--- src/rtl/tsbus_rx.sv ---
// tsbus_rx: receive end of the half-duplex tri-state link.
// Samples the shared bus while the far-end driver is enabled, undoes the
// driver's inversion, buffers words in a FIFO and offers them on a
// valid/ready interface with back-pressure (BUSY) and sticky overflow (OVF).
//
// Optional build macro: TSBUS_RX_PARITY_EN
//   defined   -> BUS is W+1 bits (MSB = odd parity over the raw bus bits),
//                failing words are dropped and PERR pulses for one cycle.
//   undefined -> BUS is W bits, no PERR port.
//
// Ports:
//   CLK      rising-edge clock
//   RSTB     asynchronous active-low reset
//   BUS      shared tri-state bus (receive only)
//   FAR_EN   copy of the far-end driver enable
//   STB      far-end word strobe
//   RX_DATA  head-of-FIFO word (registered)
//   RX_VALID FIFO non-empty (registered)
//   RX_READY consumer accept
//   BUSY     FIFO full, decoded from registered LVL
//   OVF      sticky overflow flag
//   OVF_CLR  clears OVF
//   PERR     parity error pulse (parity build only)
//   LVL      FIFO occupancy
module tsbus_rx #(
    parameter int unsigned W      = 8,
    parameter int unsigned DEPTH  = 4,
    parameter int unsigned INVERT = 1
) (
    input  logic                     CLK,
    input  logic                     RSTB,
`ifdef TSBUS_RX_PARITY_EN
    input  logic [W:0]               BUS,
`else
    input  logic [W-1:0]             BUS,
`endif
    input  logic                     FAR_EN,
    input  logic                     STB,
    output logic [W-1:0]             RX_DATA,
    output logic                     RX_VALID,
    input  logic                     RX_READY,
    output logic                     BUSY,
    output logic                     OVF,
    input  logic                     OVF_CLR,
`ifdef TSBUS_RX_PARITY_EN
    output logic                     PERR,
`endif
    output logic [$clog2(DEPTH):0]   LVL
);

    localparam int unsigned AW = $clog2(DEPTH);
    localparam int unsigned PW = AW + 1;

    typedef enum logic [1:0] {
        IDLE   = 2'd0,
        SETTLE = 2'd1,
        CAPT   = 2'd2
    } state_t;

    state_t         state, state_n;
    logic           strobe_c;
    logic           par_ok_c;
    logic [W-1:0]   word_c;
    logic [W-1:0]   mem [DEPTH];
    logic [PW-1:0]  wr_ptr, rd_ptr, wr_n, rd_n, lvl_n;
    logic           empty_c, full_c, pop_c, good_c, push_c, ovf_set_c;
    logic [W-1:0]   head_c;

    // Parity is checked on the raw bus, before any inversion is undone
`ifdef TSBUS_RX_PARITY_EN
    assign par_ok_c = ^BUS;
`else
    assign par_ok_c = 1'b1;
`endif

    assign word_c = (INVERT != 0) ? ~BUS[W-1:0] : BUS[W-1:0];

    // Next-state logic; strobes only count in CAPT while the far end is enabled
    always_comb begin
        state_n  = state;
        strobe_c = 1'b0;
        case (state)
            IDLE:    if (FAR_EN) state_n = SETTLE;
            SETTLE:  state_n = FAR_EN ? CAPT : IDLE;
            CAPT: begin
                if (!FAR_EN) state_n = IDLE;
                else         strobe_c = STB;
            end
            default: state_n = IDLE;
        endcase
    end

    // FIFO control: a full FIFO still accepts a push when a pop frees a slot
    always_comb begin
        empty_c   = (wr_ptr == rd_ptr);
        full_c    = (wr_ptr[AW] != rd_ptr[AW]) && (wr_ptr[AW-1:0] == rd_ptr[AW-1:0]);
        pop_c     = RX_VALID && RX_READY;
        good_c    = strobe_c && par_ok_c;
        push_c    = good_c && (!full_c || pop_c);
        ovf_set_c = good_c && full_c && !pop_c;
        wr_n      = wr_ptr + PW'(push_c);
        rd_n      = rd_ptr + PW'(pop_c);
        lvl_n     = wr_n - rd_n;
        // New head is the incoming word when it lands in an otherwise empty FIFO
        head_c    = (push_c && (rd_n == wr_ptr)) ? word_c : mem[rd_n[AW-1:0]];
    end

    assign BUSY = (LVL == PW'(DEPTH));

    // Storage array, no reset needed
    always_ff @(posedge CLK) begin
        if (push_c) mem[wr_ptr[AW-1:0]] <= word_c;
    end

    // State, pointers and registered outputs
    always_ff @(posedge CLK or negedge RSTB) begin
        if (!RSTB) begin
            state    <= IDLE;
            wr_ptr   <= '0;
            rd_ptr   <= '0;
            LVL      <= '0;
            RX_VALID <= 1'b0;
            RX_DATA  <= '0;
            OVF      <= 1'b0;
`ifdef TSBUS_RX_PARITY_EN
            PERR     <= 1'b0;
`endif
        end else begin
            state    <= state_n;
            wr_ptr   <= wr_n;
            rd_ptr   <= rd_n;
            LVL      <= lvl_n;
            RX_VALID <= (lvl_n != '0);
            if (lvl_n != '0) RX_DATA <= head_c;
            if (ovf_set_c)    OVF <= 1'b1;
            else if (OVF_CLR) OVF <= 1'b0;
`ifdef TSBUS_RX_PARITY_EN
            PERR     <= strobe_c && !par_ok_c;
`endif
        end
    end

    logic unused_empty;
    assign unused_empty = empty_c;

endmodule

--- config.mk ---
export PLATFORM = sky130hd
export DESIGN_NAME = tsbus_rx
export DESIGN_NICKNAME = d
export VERILOG_FILES = /design/src/rtl/tsbus_rx.sv
export SDC_FILE = /design/constraint.sdc
export NUM_CORES = 1
export LEC_CHECK = 0
export CAP_MARGIN = 20
export CELL_PAD_IN_SITES_DETAIL_PLACEMENT = 1
export CELL_PAD_IN_SITES_GLOBAL_PLACEMENT = 2
export CORE_UTILIZATION = 40
export DETAILED_ROUTE_END_ITERATION = 8
export PLACE_DENSITY = 0.83
export SLEW_MARGIN = 20
export SYNTH_ARGS = -nofsm -noshare
export SYNTH_HDL_FRONTEND = slang
export SYNTH_SLANG_ARGS = --single-unit
--- constraint.sdc ---
create_clock -name CLK -period 5.4 [get_ports CLK]
set_input_delay 0.54 -clock CLK [delete_from_list [all_inputs] [get_ports CLK]]
set_output_delay 0.54 -clock CLK [all_outputs]
set_load 0.05 [all_outputs]
[Word-level counts from Yosys, hierarchy flattened]
Memories as Yosys holds them, arrays and structs flattened.
Index checks and enable logic that the tools add are counted.
Storage, ports and cells
  bits in registers: 21
  bits in latches: 0
  memory bits (writable): 32
  bits in read-only memories: 0
  input port bits: 14
  output and inout bits: 14
  logic and storage cells: 44
  memories kept: 1
Memory list
  mem: depth 4, width 8, read ports 1, clocked after Yosys merged registers in 0, write ports 1, line 64  | logic [W-1:0] mem [DEPTH];
Cells by class
  add/subtract/negate cells: 3
  multiply operators: 0
  divide/modulo/power cells: 0
  magnitude comparators: 0
  equal/unequal tests: 8
  shifts and indexed selects: 0
  multiplexer cells: 11
  bitwise logic cells: 1
  reduce and logical (&&, ||, !) cells: 13
Operator list (number)
  8-bit two-way mux: 1
  8-bit NOT: 1
  3-bit by 1-bit adder with 3-bit output: 2
  1-bit logical AND: 6
  1-bit two-way mux: 6
  2-bit two-way mux: 3
  2-bit case mux with 3 select lines: 1
  2-bit inequality test, second input constant: 2
  3-bit == test: 1
  3-bit == test, second input constant: 1
  3-bit nonzero test: 1
  3-bit subtractor: 1
  2-bit by 1-bit == test with 1-bit output, second input constant: 1
  2-bit == test: 1
  2-bit == test, second input constant: 1
  1-bit logical NOT: 2
  2-bit logical NOT: 1
  2-bit AND reduction: 1
  2-bit nonzero test: 1
  1-bit logical OR: 1
  1-bit inequality test: 1

[Logic depth before layout (Yosys ltp)]
Gate-level depths: netlist (run 1).
  word-level depth: 8
  depth in mapped cells: 11
  gate-level depth less buffers: 10

[Worst setup path after synthesis (run 1)]
Ideal clock, no wire load.
  kind: reg-to-reg
  start: register RX_VALID
  end: register RX_DATA[0]
  setup time: 82 ps
  arrival: 2889 ps
  path slack: 2429 ps
  stages on the path, launching flop included: 12
  clock period less this slack: 2971 ps
  cells stage by stage: dfrtp_1 -> nand2_1 -> a41o_1 -> inv_1 -> ha_1 -> ha_1 -> inv_1 -> fa_1 -> xor3_2 -> or2_1 -> buf_6 -> a31oi_1
On the way
  longest elaborated chain between the ends: 6
RTL lines
  start: declaration: line 40  | output logic RX_VALID,
  start signal: assignment: line 133  | RX_VALID <= (lvl_n != '0);
  1-bit logical AND: line 97  | pop_c = RX_VALID && RX_READY;
  1-bit logical OR: line 99  | push_c = good_c && (!full_c || pop_c);
  1-bit logical AND: line 99
  3-bit by 1-bit adder with 3-bit output: line 101  | wr_n = wr_ptr + PW'(push_c);
  net wr_n[1]: line 65  | logic [PW-1:0] wr_ptr, rd_ptr, wr_n, rd_n, lvl_n;
  3-bit subtractor: line 103  | lvl_n = wr_n - rd_n;
  net lvl_n[2]: line 65
  3-bit nonzero test: line 134  | if (lvl_n != '0) RX_DATA <= head_c;
  end signal: assignment: line 123  | RX_DATA <= '0;
  end signal: assignment: line 134
  end: declaration: line 39  | output logic [W-1:0] RX_DATA,
The timed path passes the listed nets, and every way through them passes these cells.
A chain may end at the register's enable or synchronous reset.

[Final worst setup path (run 1)]
  start: register wr_ptr[1]
  end: register RX_DATA[7]
On the way
  longest elaborated chain between the ends: 8
RTL lines
  start: declaration: line 65
  start signal: assignment: line 130  | wr_ptr <= wr_n;
  2-bit == test: line 96  | full_c = (wr_ptr[AW] != rd_ptr[AW]) && (wr_ptr[AW-1:0] == rd_ptr[AW-1:0]);
  1-bit logical AND: line 96
  1-bit logical NOT: line 99
  1-bit logical OR: line 99
  1-bit logical AND: line 99
  3-bit by 1-bit adder with 3-bit output *: line 101
  net wr_n[1]: line 65
  3-bit subtractor *: line 103
  net lvl_n[2]: line 65
  3-bit nonzero test *: line 134
The timed path passes the listed nets; every way through them passes the cells marked *.

==> impl_metrics.env, run 1 <==
export IMPL_finalSetupViolCount=0
export IMPL_reg2reg_setup_slack_ps=1730
export IMPL_synth_seq_area_share_pct=66.63
export IMPL_synth_cell_types=29
export IMPL_drt_initial_drc_count=48
export IMPL_setup_tns_ps=0
export IMPL_peakVddDrop_v=0.0002864
export IMPL_yosysWarningCount=0
export IMPL_skew_ps=10.14
export IMPL_ctsHoldBuffers=0
export IMPL_arrival_ps=3880
export IMPL_cts_buffers=5
export IMPL_portBuffers=27
export IMPL_switching_share_pct=43.31
export IMPL_avgSynthCellArea_um2=15.39
export IMPL_reg2reg_from="wr_ptr[1]"
export IMPL_clock_tree_buffer_depth=2
export IMPL_grtUsageMet1_pct=21.14
export IMPL_met3_usage_pct=4.286
export IMPL_place_inst=239
export IMPL_finalNonFillerCells=247
export IMPL_hold_ws_ps=184.9
export IMPL_wl_um=4811
export IMPL_maxSlewViolCount=0
export IMPL_place_hpwl_um=3481
export IMPL_p_int_mw=0.9479
export IMPL_synthCells=145
export IMPL_period_share_pct=68.05
export IMPL_rows=26
export IMPL_grt_max_degree=22
export IMPL_antenna_found_initial=0
export IMPL_p_sw_mw=0.7242
export IMPL_worstSkewPairLatency_ps=300
export IMPL_slowest_delay_ps=570
export IMPL_postCtsSetupBuffers=0
export IMPL_combPwrFrac_pct=52.2
export IMPL_clkPwrFrac_pct=12.9
export IMPL_rsz0062_at_grt="no"
export IMPL_timing_critical_path_cells="xnor2_1, a41o_1, inv_1, ha_1, ha_1, inv_1, fa_1, xor3_2, or2_1, a31oi_1"
export IMPL_num_vias=1301
export IMPL_worst_pin_slew_ps=931.5
export IMPL_synth_nets=165
export IMPL_diodes=0
export IMPL_slowest_stage="a41o_1"
export IMPL_placed_area_um2=2575
export IMPL_startpoint_type="flop"
export IMPL_path_max_fanout=19
export IMPL_wl_per_cell_um=19.48
export IMPL_synth_seq_cells=53
export IMPL_htreeDepth=2
export IMPL_cts_resized_gates=0
export IMPL_fmax_mhz=272.2
export IMPL_die_width_um=76.68
export IMPL_overflow=0
export IMPL_hold_viol=0
export IMPL_cts_tree="done"
export IMPL_busiest_layer="met2"
export IMPL_drc_errors=0
export IMPL_die_area_um2=5880
export IMPL_die_y_um=76.68
export IMPL_outcome="complete, no violations"
export IMPL_cp_buffers_inverters=2
export IMPL_netlist_area_um2=2231
export IMPL_critPathKind="reg -> reg"
export IMPL_relSlewSlack_pct=37.67
export IMPL_final_cell_area_um2=2653
export IMPL_crit_family="adder cells"
export IMPL_via_per_inst=5.267
export IMPL_reg2reg_to="RX_DATA[7]"
export IMPL_power_leakage_nw=0.9986
export IMPL_drv_cap=0
export IMPL_drt_first_pass_iters=4
export IMPL_gp_congestion=0.7299
export IMPL_grt_use_met2_pct=31.16
export IMPL_period_needed_ps=3674
export IMPL_pwr_share_seq_pct=34.9
export IMPL_root_buffer="clkbuf_8"
export IMPL_cp_data_required_time_ps=5600
export IMPL_fin_util_pct=50.64
export IMPL_track_usage_pct=17.61
export IMPL_initial_core_util_pct=42.59
export IMPL_io_pins=28
export IMPL_drtAntennaViolNets=0
export IMPL_hp_class="in -> async"
export IMPL_cp_end_kind="flop"
export IMPL_drive_gt1_share_pct=11.30
export IMPL_power_per_cell_area_nw_per_um2=630.4
export IMPL_grt_pass1_vias=1446
export IMPL_core_area_um2=5238
export IMPL_cts_sinks=53
export IMPL_grt_pass1_wl_um=7707
export IMPL_r2r_cells=10
export IMPL_clk_pin_slew_ps=100
export IMPL_fin_nets=196
export IMPL_areaGrowthSynthToFinish_pct=18.90
## sequential cells by signal, summed over array words and instances (netlist names)
register	count
LVL	3
wr_ptr	3
OVF	1
RX_VALID	1
mem	32
RX_DATA	8
rd_ptr	3
state	2
## cell families after synthesis
| family | Yosys count | synth area share (%) |
|---|---|---|
| AO/OA/AOI/OAI | 18 | 4.768 |
| XOR/XNOR | 10 | 5.327 |
| adder cells (fa/ha/maj) | 6 | 3.702 |
| buffers and inverters | 20 | 3.813 |
| flip-flops | 53 | 66.63 |
| multiplexers | 8 | 8.076 |
| AND/OR/NAND/NOR | 30 | 7.684 |
## worst reg2reg max path: cells and delay by family, from the launching register on
kind | cells | cell delay (ps)
compound gates | 2 | 790
simple gates | 1 | 400
fa+ha+maj | 3 | 920
flops | 1 | 500
xor+xnor | 2 | 760
buf+inv | 2 | 220
## per-layer routing
metal  part of all wire [%]  up-vias  wire, µm
li1                       -      599         -
met1                     41      667      1951
met2                     54       31      2601
met3                    4.3        4       206
met4                    1.1        0        51
met5                      0        -         0
## placed cells by master (no fill, tap or decap), types with 2 or more instances in the layout
cell type	count
a31oi_1	8
edfxtp_1	32
dfrtp_1	21
o21ai_0	8
buf_4	2
ha_1	5
inv_1	15
nor3b_1	3
nand2_1	3
or3_1	8
xor2_1	4
xnor2_1	4
nor3_1	9
mux4_2	8
clkdlybuf4s50_1	26
clkinv_2	2
clkbuf_8	5
## worst max-delay path by stage
stage          cells past startpoint  startpoint  slack, ps          to
2_1_floorplan                     11    RX_VALID       2430  RX_DATA[0]
3_3_place_gp                      11      FAR_EN       1730  RX_DATA[3]
3_5_place_dp                      11    RX_READY       1450  RX_DATA[7]
4_1_cts                           10   wr_ptr[1]       1710  RX_DATA[7]
5_1_grt                           10   wr_ptr[1]       1510  RX_DATA[3]
6_report                          10   wr_ptr[1]       1730  RX_DATA[7]
## cells in the mapped netlist, drive strengths merged
cell,instances,area share [%]
nor3,9,2.0
ha,5,2.8
dfrtp,21,24
xnor2,4,1.6
and3,1,0.28
buf,2,0.73
nand4,1,0.28
xnor3,1,1.1
edfxtp,32,43
nor3b,3,1.0
o22ai,1,0.28
nor2,1,0.17
a41o,1,0.45
nand3,1,0.22
clkbuf,3,0.56
xor3,1,1.1
or2,1,0.28
and2,1,0.28
nand4b,1,0.39
fa,1,0.90
nand2,3,0.50
a31oi,8,2.2
o21ai,8,1.8
xor2,4,1.6
or3,8,2.2
mux4,8,8.1
inv,15,2.5
## cell type report
cell class,count,area [µm²]
clock buffers,6,72.57
clock inverters,2,10.01
fillers,525,2585
inverters,15,56.30
multi-input cells,72,659.4
flip-flops and latches,53,1486
well taps,70,87.58
repair buffers,29,280.3
## power by group through the flow
stage	logic (mW)	clock network, mW	registers [mW]
after CTS	0.885	0.222	0.586
final	0.872	0.216	0.584
after floorplan	0.503	0	0.731
after detailed placement	0.882	0	0.594
after global routing	0.940	0.239	0.595
after global placement	0.839	0	0.589
## stage by stage
| step | worst slack, ps | power, mW |
|---|---|---|
| 2_1_floorplan | 2429 | 1.234 |
| 3_3_place_gp | 1732 | 1.428 |
| 3_5_place_dp | 1450 | 1.476 |
| 4_1_cts | 1713 | 1.693 |
| 5_1_grt | 1507 | 1.774 |
| 6_report | 1726 | 1.672 |
Note: power is estimated with default switching activity, not from simulation.
==> run 2: changes to the inputs <==
- CORE_UTILIZATION: 40 -> 35
- PLACE_DENSITY: 0.83 -> 0.77
- clock period: 5.4 -> 3.15 ns (I/O delays scaled with it)
==> impl_metrics.env, run 2 (synthesis gave the netlist of run 1 again) <==
export IMPL_switching_share_pct=41.83
export IMPL_cp_data_required_time_ps=3340
export IMPL_final_cell_mix="edfxtp_1 (32), clkdlybuf4s50_1 (27), dfrtp_1 (20)"
export IMPL_cp_buffers_inverters=3
export IMPL_drive_gt1_share_pct=15.22
export IMPL_drt_initial_drc_count=69
export IMPL_track_usage_pct=16.65
export IMPL_wl_per_cell_um=19.39
export IMPL_layout_commonest_cell="edfxtp_1"
export IMPL_wl_um=5021
export IMPL_placed_area_um2=2634
export IMPL_rows=28
export IMPL_initial_core_util_pct=37.02
export IMPL_startpoint_type="flop"
export IMPL_slowest_delay_ps=490
export IMPL_largest_register_ff_count=32
export IMPL_r2r_cells=11
export IMPL_io_pins=28
export IMPL_portBuffers=27
export IMPL_drc_errors=0
export IMPL_fill_cells=610
export IMPL_hold_depth=1
export IMPL_peakVddDrop_v=0.0005723
export IMPL_reg2reg_to="RX_DATA[1]"
export IMPL_maxSlewViolCount=0
export IMPL_finalSetupViolCount=0
export IMPL_ctsHoldBuffers=0
export IMPL_cp_end_kind="flop"
export IMPL_setup_tns_ps=0
export IMPL_place_hpwl_um=3567
export IMPL_relSlewSlack_pct=37.81
export IMPL_clkPwrFrac_pct=14.8
export IMPL_skew_ps=7.595
export IMPL_cts_sinks=53
export IMPL_period_needed_ps=2967
export IMPL_via_per_inst=5.116
export IMPL_die_width_um=81.84
export IMPL_fin_nets=203
export IMPL_areaGrowthSynthToFinish_pct=23.05
export IMPL_fmax_mhz=337.0
export IMPL_hold_ws_ps=501.9
export IMPL_hold_viol=0
export IMPL_root_buffer="clkbuf_8"
export IMPL_rsz0062_at_grt="no"
export IMPL_die_area_um2=6697
export IMPL_drtAntennaViolNets=0
export IMPL_htreeDepth=2
export IMPL_dp_slack_ps=6.928
export IMPL_power_leakage_nw=1.043
export IMPL_wl_met3_um=235
export IMPL_crit_family="adder cells"
export IMPL_die_y_um=81.84
export IMPL_grt_pass1_wl_um=7741
export IMPL_final_cell_area_um2=2745
export IMPL_min_delay_worst_endpoint="state[0]"
export IMPL_power_mw=3.108
export IMPL_cts_buffers=5
export IMPL_antenna_found_initial=0
export IMPL_outcome="complete, no violations"
export IMPL_diodes=0
export IMPL_overflow=0
export IMPL_grt_pass1_vias=1476
export IMPL_core_area_um2=6026
export IMPL_highest_layer="met4"
export IMPL_period_share_pct=94.20
export IMPL_reg2reg_setup_slack_ps=180
export IMPL_met1_length_um=2225
export IMPL_route_met2_wl_um=2461
export IMPL_hp_start="state[0]"
export IMPL_power_per_cell_area_nw_per_um2=1132
export IMPL_drv_cap=0
export IMPL_arrival_ps=3160
export IMPL_p_sw_mw=1.300
export IMPL_pwr_share_seq_pct=32.3
export IMPL_reg2reg_from="wr_ptr[0]"
export IMPL_timing_critical_path_cells="xnor2_1, a41o_1, inv_1, ha_1, ha_1, inv_1, fa_1, xor3_2, buf_4, nor3_1, a31oi_1"
export IMPL_path_max_fanout=9
export IMPL_critPathKind="reg -> reg"
export IMPL_worstSkewPairLatency_ps=310
export IMPL_drt_first_pass_iters=6
export IMPL_combPwrFrac_pct=52.8
export IMPL_hp_class="reg -> reg"
export IMPL_clock_tree_buffer_depth=2
export IMPL_worst_pin_slew_ps=930.0
export IMPL_grt_max_degree=22
export IMPL_p_int_mw=1.808
export IMPL_num_vias=1325
export IMPL_clk_pin_slew_ps=100
export IMPL_fin_ws_ps=182.8
export IMPL_gp_congestion=0.7461
export IMPL_slowest_stage="dfrtp_1"
export IMPL_cts_tree="done"
==> run 2: cell types whose count changed in the layout (fill, tap and decap cells not counted) <==
cell / delta
dfrtp_2: +1
dfrtp_1: -1
buf_4: +7
buf_2: -1
or2_4: +1
or2_1: -1
clkdlybuf4s50_1: +1
clkinv_2: -1
bufinv_16: +1
==> run 2: worst max path at each step <==
stage              start          to  slack [ps]  depth (start not counted)
2_1_floorplan   RX_VALID  RX_DATA[0]         180                         11
6_report       wr_ptr[0]  RX_DATA[1]         180                         11
5_1_grt        wr_ptr[0]  RX_DATA[1]          10                         11
3_3_place_gp      FAR_EN  RX_DATA[0]         200                         11
3_5_place_dp      FAR_EN  RX_DATA[2]           7                         11
4_1_cts        wr_ptr[1]  RX_DATA[2]         110                         10
==> run 2: stage by stage <==
step | std cells | utilization (%)
3_5_place_dp | 251 | 43.71
4_1_cts | 259 | 45.49
2_1_floorplan | 145 | -
3_3_place_gp | 251 | 43.71
6_report | 259 | 45.56
5_1_grt | 259 | 45.56
==> run 2: area by class of cell <==
type	instances	area (µm²)	share of cell area, %
Inverter	15	56.30	2.051
Tap cell	75	93.84	3.418
Timing Repair Buffer	36	337.8	12.31
Clock inverter	2	35.03	1.276
Sequential cell	53	1488	54.19
Clock buffer	6	72.57	2.644
Multi-Input combinational cell	72	661.9	24.11
==> run 2: power groups by stage <==
| stage | registers (mW) | clock network, mW | logic, mW |
|---|---|---|---|
| floorplan | 1.25 | 0 | 0.863 |
| global placement | 1.01 | 0 | 1.56 |
| detailed placement | 1.02 | 0 | 1.63 |
| CTS | 1.01 | 0.472 | 1.64 |
| global route | 1.02 | 0.490 | 1.79 |
| finish | 1.01 | 0.461 | 1.64 |
==> run 2: worst reg2reg max path, cell delays in order (launching register included) <==
cell,delay [ps]
dfrtp_1,490
xnor2_1,230
a41o_1,220
inv_1,70
ha_1,190
ha_1,300
inv_1,60
fa_1,400
xor3_2,420
buf_4,190
nor3_1,200
a31oi_1,70
==> run 2: what timing repair did <==
item / CTS / global route
buffers inserted: 0 / 0
hold endpoints to repair: 0 / 0
resized for setup: 0 / 2
endpoints found under the setup margin: 0 / 8
==> run 2: routing by layer <==
| metal | vias up | GRT usage, % |
|---|---|---|
| met5 | - | 0 |
| met4 | 0 | 7.193 |
| met3 | 10 | 4.000 |
| met2 | 36 | 27.52 |
| met1 | 665 | 20.75 |
| li1 | 614 | - |
